[config.mk]
export PLATFORM = sky130hd
export DESIGN_NAME = axi_read_burst_splitter_flat
export DESIGN_NICKNAME = d
export VERILOG_FILES = /design/src/rtl/axi_read_burst_splitter_if.sv /design/src/rtl/axi_read_burst_splitter.sv /design/src/flat_wrapper.sv
export SDC_FILE = /design/constraint.sdc
export NUM_CORES = 1
export LEC_CHECK = 0
export ABC_CLOCK_PERIOD_IN_PS = 6300
export CAP_MARGIN = 20
export CORE_ASPECT_RATIO = 1.75
export CORE_UTILIZATION = 55
export CTS_CLUSTER_SIZE = 28
export DETAILED_ROUTE_END_ITERATION = 12
export HOLD_SLACK_MARGIN = 0.05
export PLACE_DENSITY_LB_ADDON = 0.3
export SLEW_MARGIN = 20
export SYNTH_ARGS = -nofsm -noshare
export SYNTH_HDL_FRONTEND = slang
export SYNTH_SLANG_ARGS = --single-unit
[constraint.sdc]
create_clock -name clk -period 6.3 [get_ports clk]
set_input_delay 0.945 -clock clk [delete_from_list [all_inputs] [get_ports clk]]
set_output_delay 0.945 -clock clk [all_outputs]
set_load 0.02 [all_outputs]
[src/rtl/axi_read_burst_splitter_if.sv]
`default_nettype none
// ============================================================================
// Module      : axi_read_burst_splitter_if
// Description : Bundles the command-side handshake and the AXI read-address
//               signals of the read burst splitter.
//               modport master - the splitter. It takes the command and
//                                arready, and drives cmd_ready, AR*, busy
//                                and done.
//               modport slave  - the command source plus the AR sink.
//               Signals:
//                 cmd_valid/cmd_ready/cmd_addr[AW]/cmd_beats[16]
//                 araddr[AW]/arlen[8]/arsize[3]/arburst[2]/arvalid/arready
//                 busy/done
// Revision    : 1.0 - initial release
// ============================================================================
interface axi_read_burst_splitter_if #(
    parameter int AW = 32
);
    logic          cmd_valid;
    logic          cmd_ready;
    logic [AW-1:0] cmd_addr;
    logic [15:0]   cmd_beats;

    logic [AW-1:0] araddr;
    logic [7:0]    arlen;
    logic [2:0]    arsize;
    logic [1:0]    arburst;
    logic          arvalid;
    logic          arready;

    logic          busy;
    logic          done;

    modport master (
        input  cmd_valid, cmd_addr, cmd_beats, arready,
        output cmd_ready, araddr, arlen, arsize, arburst, arvalid, busy, done
    );

    modport slave (
        output cmd_valid, cmd_addr, cmd_beats, arready,
        input  cmd_ready, araddr, arlen, arsize, arburst, arvalid, busy, done
    );
endinterface
`default_nettype wire

[src/rtl/axi_read_burst_splitter.sv]
`default_nettype none
// ============================================================================
// Module      : axi_read_burst_splitter
// Description : Accepts one read command (start address and a count of 8-byte
//               beats) and splits it into AXI INCR bursts. Each burst is at
//               most MAX_BEATS beats long and never crosses a 4 KB boundary.
//               Ports:
//                 clk  - single rising-edge clock
//                 rst  - asynchronous, active-high reset
//                 bus  - axi_read_burst_splitter_if.master
//                        (command handshake, AR channel, busy, done)
//               Parameters:
//                 AW        - address width (>= 12); must match the width
//                             of the interface instance
//                 MAX_BEATS - beats per burst cap, a power of two in 1..256
// Revision    : 1.0 - initial release
// ============================================================================
module axi_read_burst_splitter #(
    parameter int AW        = 32,
    parameter int MAX_BEATS = 16
) (
    input  wire logic                 clk,
    input  wire logic                 rst,
    axi_read_burst_splitter_if.master bus
);

    generate
        if (MAX_BEATS < 1 || MAX_BEATS > 256 || (MAX_BEATS & (MAX_BEATS - 1)) != 0) begin : g_bad_max_beats
            $error("axi_read_burst_splitter: MAX_BEATS must be a power of two in 1..256");
        end
        if (AW < 12) begin : g_bad_aw
            $error("axi_read_burst_splitter: AW must be at least 12");
        end
    endgenerate

    localparam logic [15:0]   c_max_beats = 16'(MAX_BEATS);
    localparam logic [2:0]    c_arsize    = 3'b011;
    localparam logic [1:0]    c_arburst   = 2'b01;
    localparam logic [AW-1:0] c_addr_mask = {{(AW-3){1'b1}}, 3'b000};

    typedef enum logic [1:0] {
        S_IDLE  = 2'd0,
        S_CALC  = 2'd1,
        S_ISSUE = 2'd2
    } state_t;

    state_t        r_state, w_state_nxt;
    logic [AW-1:0] r_addr,   w_addr_nxt;     // start of the next burst
    logic [15:0]   r_rem,    w_rem_nxt;      // beats not yet issued
    logic [8:0]    r_n,      w_n_nxt;        // length of the burst on the bus
    logic [AW-1:0] r_araddr, w_araddr_nxt;
    logic [7:0]    r_arlen,  w_arlen_nxt;
    logic          r_done,   w_done_nxt;
    // Holds cmd_ready low during reset and until the first edge after release.
    logic          r_live;

    logic [12:0]   w_span;
    logic [9:0]    w_to4k;
    logic [15:0]   w_lim;
    logic [8:0]    w_n;
    logic [8:0]    w_n_m1;
    logic          w_cmd_ready;

    // Beats left before the next 4 KB boundary: 1..512.
    assign w_span = 13'h1000 - {1'b0, r_addr[11:0]};
    assign w_to4k = 10'(w_span >> 3);

    // n = min(rem, MAX_BEATS, to4k). The result never exceeds MAX_BEATS, so
    // 9 bits hold it.
    always_comb begin
        w_lim = (r_rem < c_max_beats) ? r_rem : c_max_beats;
        if ({6'd0, w_to4k} < w_lim) begin
            w_lim = {6'd0, w_to4k};
        end
        w_n    = 9'(w_lim);
        w_n_m1 = w_n - 9'd1;
    end

    assign w_cmd_ready = r_live && (r_state == S_IDLE);

    always_comb begin
        w_state_nxt  = r_state;
        w_addr_nxt   = r_addr;
        w_rem_nxt    = r_rem;
        w_n_nxt      = r_n;
        w_araddr_nxt = r_araddr;
        w_arlen_nxt  = r_arlen;
        w_done_nxt   = 1'b0;

        case (r_state)
            S_IDLE: begin
                if (bus.cmd_valid && w_cmd_ready) begin
                    w_addr_nxt = bus.cmd_addr & c_addr_mask;
                    w_rem_nxt  = bus.cmd_beats;
                    if (bus.cmd_beats == 16'd0) begin
                        w_done_nxt = 1'b1;
                    end else begin
                        w_state_nxt = S_CALC;
                    end
                end
            end
            S_CALC: begin
                w_araddr_nxt = r_addr;
                w_arlen_nxt  = w_n_m1[7:0];
                w_n_nxt      = w_n;
                w_state_nxt  = S_ISSUE;
            end
            S_ISSUE: begin
                if (bus.arready) begin
                    w_addr_nxt = r_addr + AW'({r_n, 3'b000});
                    w_rem_nxt  = r_rem - {7'd0, r_n};
                    if (r_rem == {7'd0, r_n}) begin
                        w_done_nxt  = 1'b1;
                        w_state_nxt = S_IDLE;
                    end else begin
                        w_state_nxt = S_CALC;
                    end
                end
            end
            default: begin
                w_state_nxt = S_IDLE;
            end
        endcase
    end

    always_ff @(posedge clk or posedge rst) begin
        if (rst) begin
            r_state  <= S_IDLE;
            r_addr   <= '0;
            r_rem    <= '0;
            r_n      <= '0;
            r_araddr <= '0;
            r_arlen  <= '0;
            r_done   <= 1'b0;
            r_live   <= 1'b0;
        end else begin
            r_state  <= w_state_nxt;
            r_addr   <= w_addr_nxt;
            r_rem    <= w_rem_nxt;
            r_n      <= w_n_nxt;
            r_araddr <= w_araddr_nxt;
            r_arlen  <= w_arlen_nxt;
            r_done   <= w_done_nxt;
            r_live   <= 1'b1;
        end
    end

    // arvalid and busy decode the asynchronously reset state, so they fall
    // as soon as rst rises. arvalid does not depend on arready.
    assign bus.cmd_ready = w_cmd_ready;
    assign bus.arvalid   = (r_state == S_ISSUE);
    assign bus.busy      = (r_state != S_IDLE);
    assign bus.done      = r_done;
    assign bus.araddr    = r_araddr;
    assign bus.arlen     = r_arlen;
    assign bus.arsize    = c_arsize;
    assign bus.arburst   = c_arburst;

endmodule
`default_nettype wire

[src/flat_wrapper.sv]
// flat-port wrapper written by rule: the top's interface ports become plain ports
module axi_read_burst_splitter_flat 
#(
    parameter int AW        = 32,
    parameter int MAX_BEATS = 16
)
  (clk, rst, bus_cmd_valid, bus_cmd_addr, bus_cmd_beats, bus_arready, bus_cmd_ready, bus_araddr, bus_arlen, bus_arsize, bus_arburst, bus_arvalid, bus_busy, bus_done);
  axi_read_burst_splitter_if #(.AW(AW)) bus_i ();
  input  wire logic clk;
  input  wire logic rst;
  input wire logic [$bits(bus_i.cmd_valid)-1:0] bus_cmd_valid;
  input wire logic [$bits(bus_i.cmd_addr)-1:0] bus_cmd_addr;
  input wire logic [$bits(bus_i.cmd_beats)-1:0] bus_cmd_beats;
  input wire logic [$bits(bus_i.arready)-1:0] bus_arready;
  output wire logic [$bits(bus_i.cmd_ready)-1:0] bus_cmd_ready;
  output wire logic [$bits(bus_i.araddr)-1:0] bus_araddr;
  output wire logic [$bits(bus_i.arlen)-1:0] bus_arlen;
  output wire logic [$bits(bus_i.arsize)-1:0] bus_arsize;
  output wire logic [$bits(bus_i.arburst)-1:0] bus_arburst;
  output wire logic [$bits(bus_i.arvalid)-1:0] bus_arvalid;
  output wire logic [$bits(bus_i.busy)-1:0] bus_busy;
  output wire logic [$bits(bus_i.done)-1:0] bus_done;
  assign bus_i.cmd_valid = bus_cmd_valid;
  assign bus_i.cmd_addr = bus_cmd_addr;
  assign bus_i.cmd_beats = bus_cmd_beats;
  assign bus_i.arready = bus_arready;
  assign bus_cmd_ready = bus_i.cmd_ready;
  assign bus_araddr = bus_i.araddr;
  assign bus_arlen = bus_i.arlen;
  assign bus_arsize = bus_i.arsize;
  assign bus_arburst = bus_i.arburst;
  assign bus_arvalid = bus_i.arvalid;
  assign bus_busy = bus_i.busy;
  assign bus_done = bus_i.done;
  axi_read_burst_splitter #(.AW(AW), .MAX_BEATS(MAX_BEATS)) u_core (.clk(clk), .rst(rst), .bus(bus_i));
endmodule
==> results.txt <==
The run finished with clean final reports. In this design, the stage delay of the slowest critical-path cell is 730 ps. The cell type with the largest total area after synthesis was sky130_fd_sc_hd__dfrtp_1. The tools report the maximum number of pins on one net before global-route repair as 71. The root buffer cell chosen for the clock tree is sky130_fd_sc_hd__clkbuf_16.

The slowest stage of the critical path belongs to the cell sky130_fd_sc_hd__o32a_1. The first global-routing pass estimated 26900 um of wire. Critical path endpoint category: a flop. Width of the die: 79.9 um. The run gives 0.314 as the global-route usage over all layers. For this block, the via count after detailed routing is 5684.

The logs give 0 for the count of final setup violators and 0 for the count of cells resized by post-cts repair. After synthesis, the most frequently instantiated cells are 153 x sky130_fd_sc_hd__nand2_1, 95 x sky130_fd_sc_hd__dfrtp_1, 58 x sky130_fd_sc_hd__nor2_1. The tools report the number of iterations in the first detailed-routing pass as 6. In this run the standard cell core region covers 10300 um^2. Subtracting the final worst setup slack from the clock period gives 4630 ps.

Post-placement cell area: 6810 um^2. The number of global-route vias before repair was 5775. In this run the static leakage power is 3.08 nW.

The tools report the initial core utilization as 0.567. Setup repair after global routing left no endpoint under its margin. The power density over the cells was 598 nW/um^2; the number of hold buffers added after cts was 0. The floorplan has 49 rows. In this run, the number of DRC markers left after iteration 0 of detailed routing was 364.

The synthesized design contains 0 enable-type register cells. After synthesis the cells add up to 5840 um^2. The repair_antennas step left the layout with diodes totalling 0. The hold violation count in the final report was 0. Clock tree synthesis inserted a total of 9 buffers. Dividing the detail-routed via count by the number of cells gives 6.23.

The maximum fanout encountered on the critical timing path was 20. TritonCTS built the clock tree. The tree built by TritonCTS fans out to 95 sinks.

The fraction of final layout cells sized beyond drive strength 1 works out to 0.0471. Across the VDD grid, the largest voltage drop is 0.350 mV. The run gives 0.407 as the sequential cell area fraction in the yosys report.

The post-layout net count is 865. The number of violations of the max-capacitance limit is 0. The source-to-sink clock delay at the later pin of the worst-skew pair is 350 ps. The measured slew at the worst slew-check pin is 1030 ps, and the highest clock frequency the design can meet is 0.216 GHz.

The clock arrives with 7.44 ps of skew. Half-perimeter wire length of the detailed placement result: 11900 um. The share of the synthesized area in the top cell type is 0.407. Prevailing post-synth register cell: sky130_fd_sc_hd__dfrtp_1. The post-synthesis sequential element count was 95; the area of combinational cells with multiple inputs was 3240 um^2. The final global-route overflow total is 0. The detailed-route DRC error count is 0. The count of pins over their slew limit was 0; the overall die height was 138 um.

The logs give 826 for the number of fill cells and 0 for the remaining number of nets flagged by the antenna check after routing. The area growth from synthesis to layout is 22.3%. The data required time at the worst endpoint came out at 6500 ps.

Ranked by total cell area, the synthesized netlist is headed by sky130_fd_sc_hd__dfrtp_1 41%, sky130_fd_sc_hd__nand2_1 9.8%, sky130_fd_sc_hd__ha_1 6.4%, sky130_fd_sc_hd__a21oi_1 3.8%, sky130_fd_sc_hd__nor2_1 3.7%. After clock tree synthesis, the clock-pin slew on the worst setup and hold paths is 70 ps. Worst setup path category: reg2reg. The logs give 0 for the initial antenna violation count and 2380 um^2 for the storage element area. Averaged over all synthesized cells, the footprint is 8.30 um^2. The share of synthesized registers carrying an async set or reset came out at 1.00. The floorplan step defined a die boundary enclosing 11000 um^2. The signal on the critical path passes through or4_4, and4b_1, nand2_1, ha_1, nand3_1, a21boi_0, o32a_1, nor2b_1, a31oi_1, ha_1, nand2_1, o21ai_0, nand2_1, o21ai_0, o21ai_0.

After routing the design area is 7140 um^2. The part of the cycle the worst path needs was 0.735; the arrival time at the worst endpoint was 4830 ps. Once the clock tree was built, the setup fixing pass inserted 0 buffers. Detailed-route wire length per cell: 18.3 um. Number of buffers on the longest clock path: 2. The Yosys step of the flow raised 0 warnings.

Summed over all layers, the routed wires come to 16700 um. The number of buffers inserted by port buffering is 89. For this design the top-level I/O count stands at 101. The synthesized netlist contains 62 unique library cells. The type of element launching the critical path was a flop. The headroom to the max-slew limit is 0.312. The routability congestion estimate came out at 0.946. The min-delay analysis places its worst path in the category reg2reg. The dominant cell by count in the synthesized netlist was sky130_fd_sc_hd__nand2_1. Synthesis produced 703 cells. After routing, the total negative slack on setup checks comes to 0 ps. The H-tree depth reported by CTS is 3.
-- state kept, by name, indices dropped and copies added, names as in the netlist --
register	flops
u_core.bus.araddr	29
u_core.bus.done	1
u_core.r_n	9
u_core.r_addr	29
u_core.r_rem	16
u_core.bus.arlen	8
u_core.r_state	2
u_core.r_live	1
-- worst max-delay path: cells and delay by family, from the launching register on --
family                   cells  cell delay (ps)
AO/OA/AOI/OAI                6             1670
adder cells (fa/ha/maj)      2              650
flip-flops                   1              460
AND/OR/NAND/NOR              7             1710
-- through the flow --
stage	setup slack (ps)	cells	hold slack [ps]	util	total power, W
global placement	1940	897	459	0.661	0.00349
CTS	1700	913	485	0.693	0.00425
finish	1670	913	478	0.693	0.00427
global route	1260	913	503	0.693	0.00457
floorplan	2380	715	453	-	0.00284
detailed placement	1780	897	461	0.661	0.00361
-- logic make-up after synthesis --
family | after synthesis | synth area share
AO/OA/AOI/OAI | 180 | 0.200
buffers and inverters | 65 | 0.0476
flip-flops | 95 | 0.407
other | 2 | 0.00129
adder cells (fa/ha/maj) | 32 | 0.0712
XOR/XNOR | 19 | 0.0285
multiplexers | 7 | 0.0135
AND/OR/NAND/NOR | 303 | 0.230
-- cell usage in the layout, fill, tap and decap left out, types with 9 or more instances in the layout --
cell type	synthesis	layout
sky130_fd_sc_hd__a211oi_1	13	13
sky130_fd_sc_hd__a21oi_1	44	43
sky130_fd_sc_hd__a311oi_1	11	11
sky130_fd_sc_hd__a31oi_1	9	9
sky130_fd_sc_hd__clkbuf_16	0	9
sky130_fd_sc_hd__clkdlybuf4s50_1	0	89
sky130_fd_sc_hd__conb_1	2	14
sky130_fd_sc_hd__dfrtp_1	95	95
sky130_fd_sc_hd__ha_1	30	30
sky130_fd_sc_hd__inv_1	23	22
sky130_fd_sc_hd__nand2_1	153	153
sky130_fd_sc_hd__nand3_1	15	15
sky130_fd_sc_hd__nor2_1	58	58
sky130_fd_sc_hd__nor3_1	25	25
sky130_fd_sc_hd__o21ai_0	43	43
sky130_fd_sc_hd__xnor2_1	14	14
-- area by class of cell --
type,count,share of cell area
Multi-Input combinational cell,555,0.454
Sequential cell,95,0.333
Timing Repair Buffer,96,0.132
Clock buffer,9,0.0315
Tap cell,127,0.0223
Clock inverter,7,0.0145
Inverter,24,0.0128
-- power breakdown --
part / internal (W) / switching, W
sequential: 0.000907 / 0.000322
clock: 0.000354 / 0.000253
combinational: 0.00100 / 0.00143
total: 0.00227 / 0.00201
-- final timing paths --
kind / start / endpoint / slack [ps] / cells past startpoint
min in group asynchronous: rst / u_core.bus.araddr[15] / 920 / 2
worst min-delay path: u_core.bus.arlen[1] / u_core.bus.arlen[1] / 480 / 2
worst max-delay path: u_core.r_rem[9] / u_core.bus.arlen[4] / 1670 / 15
worst max register to register: u_core.r_rem[9] / u_core.bus.arlen[4] / 1670 / 15
worst min register to register: u_core.bus.arlen[1] / u_core.bus.arlen[1] / 480 / 2
max in group asynchronous: rst / u_core.bus.arlen[2] / 4130 / 3
-- per-layer routing --
layer  part of all wire  GRT usage
met1               0.36      0.336
met2               0.53      0.560
met3              0.043     0.0409
met4              0.061      0.205
met5                  0          0
Power figures use the tool's default switching activity.
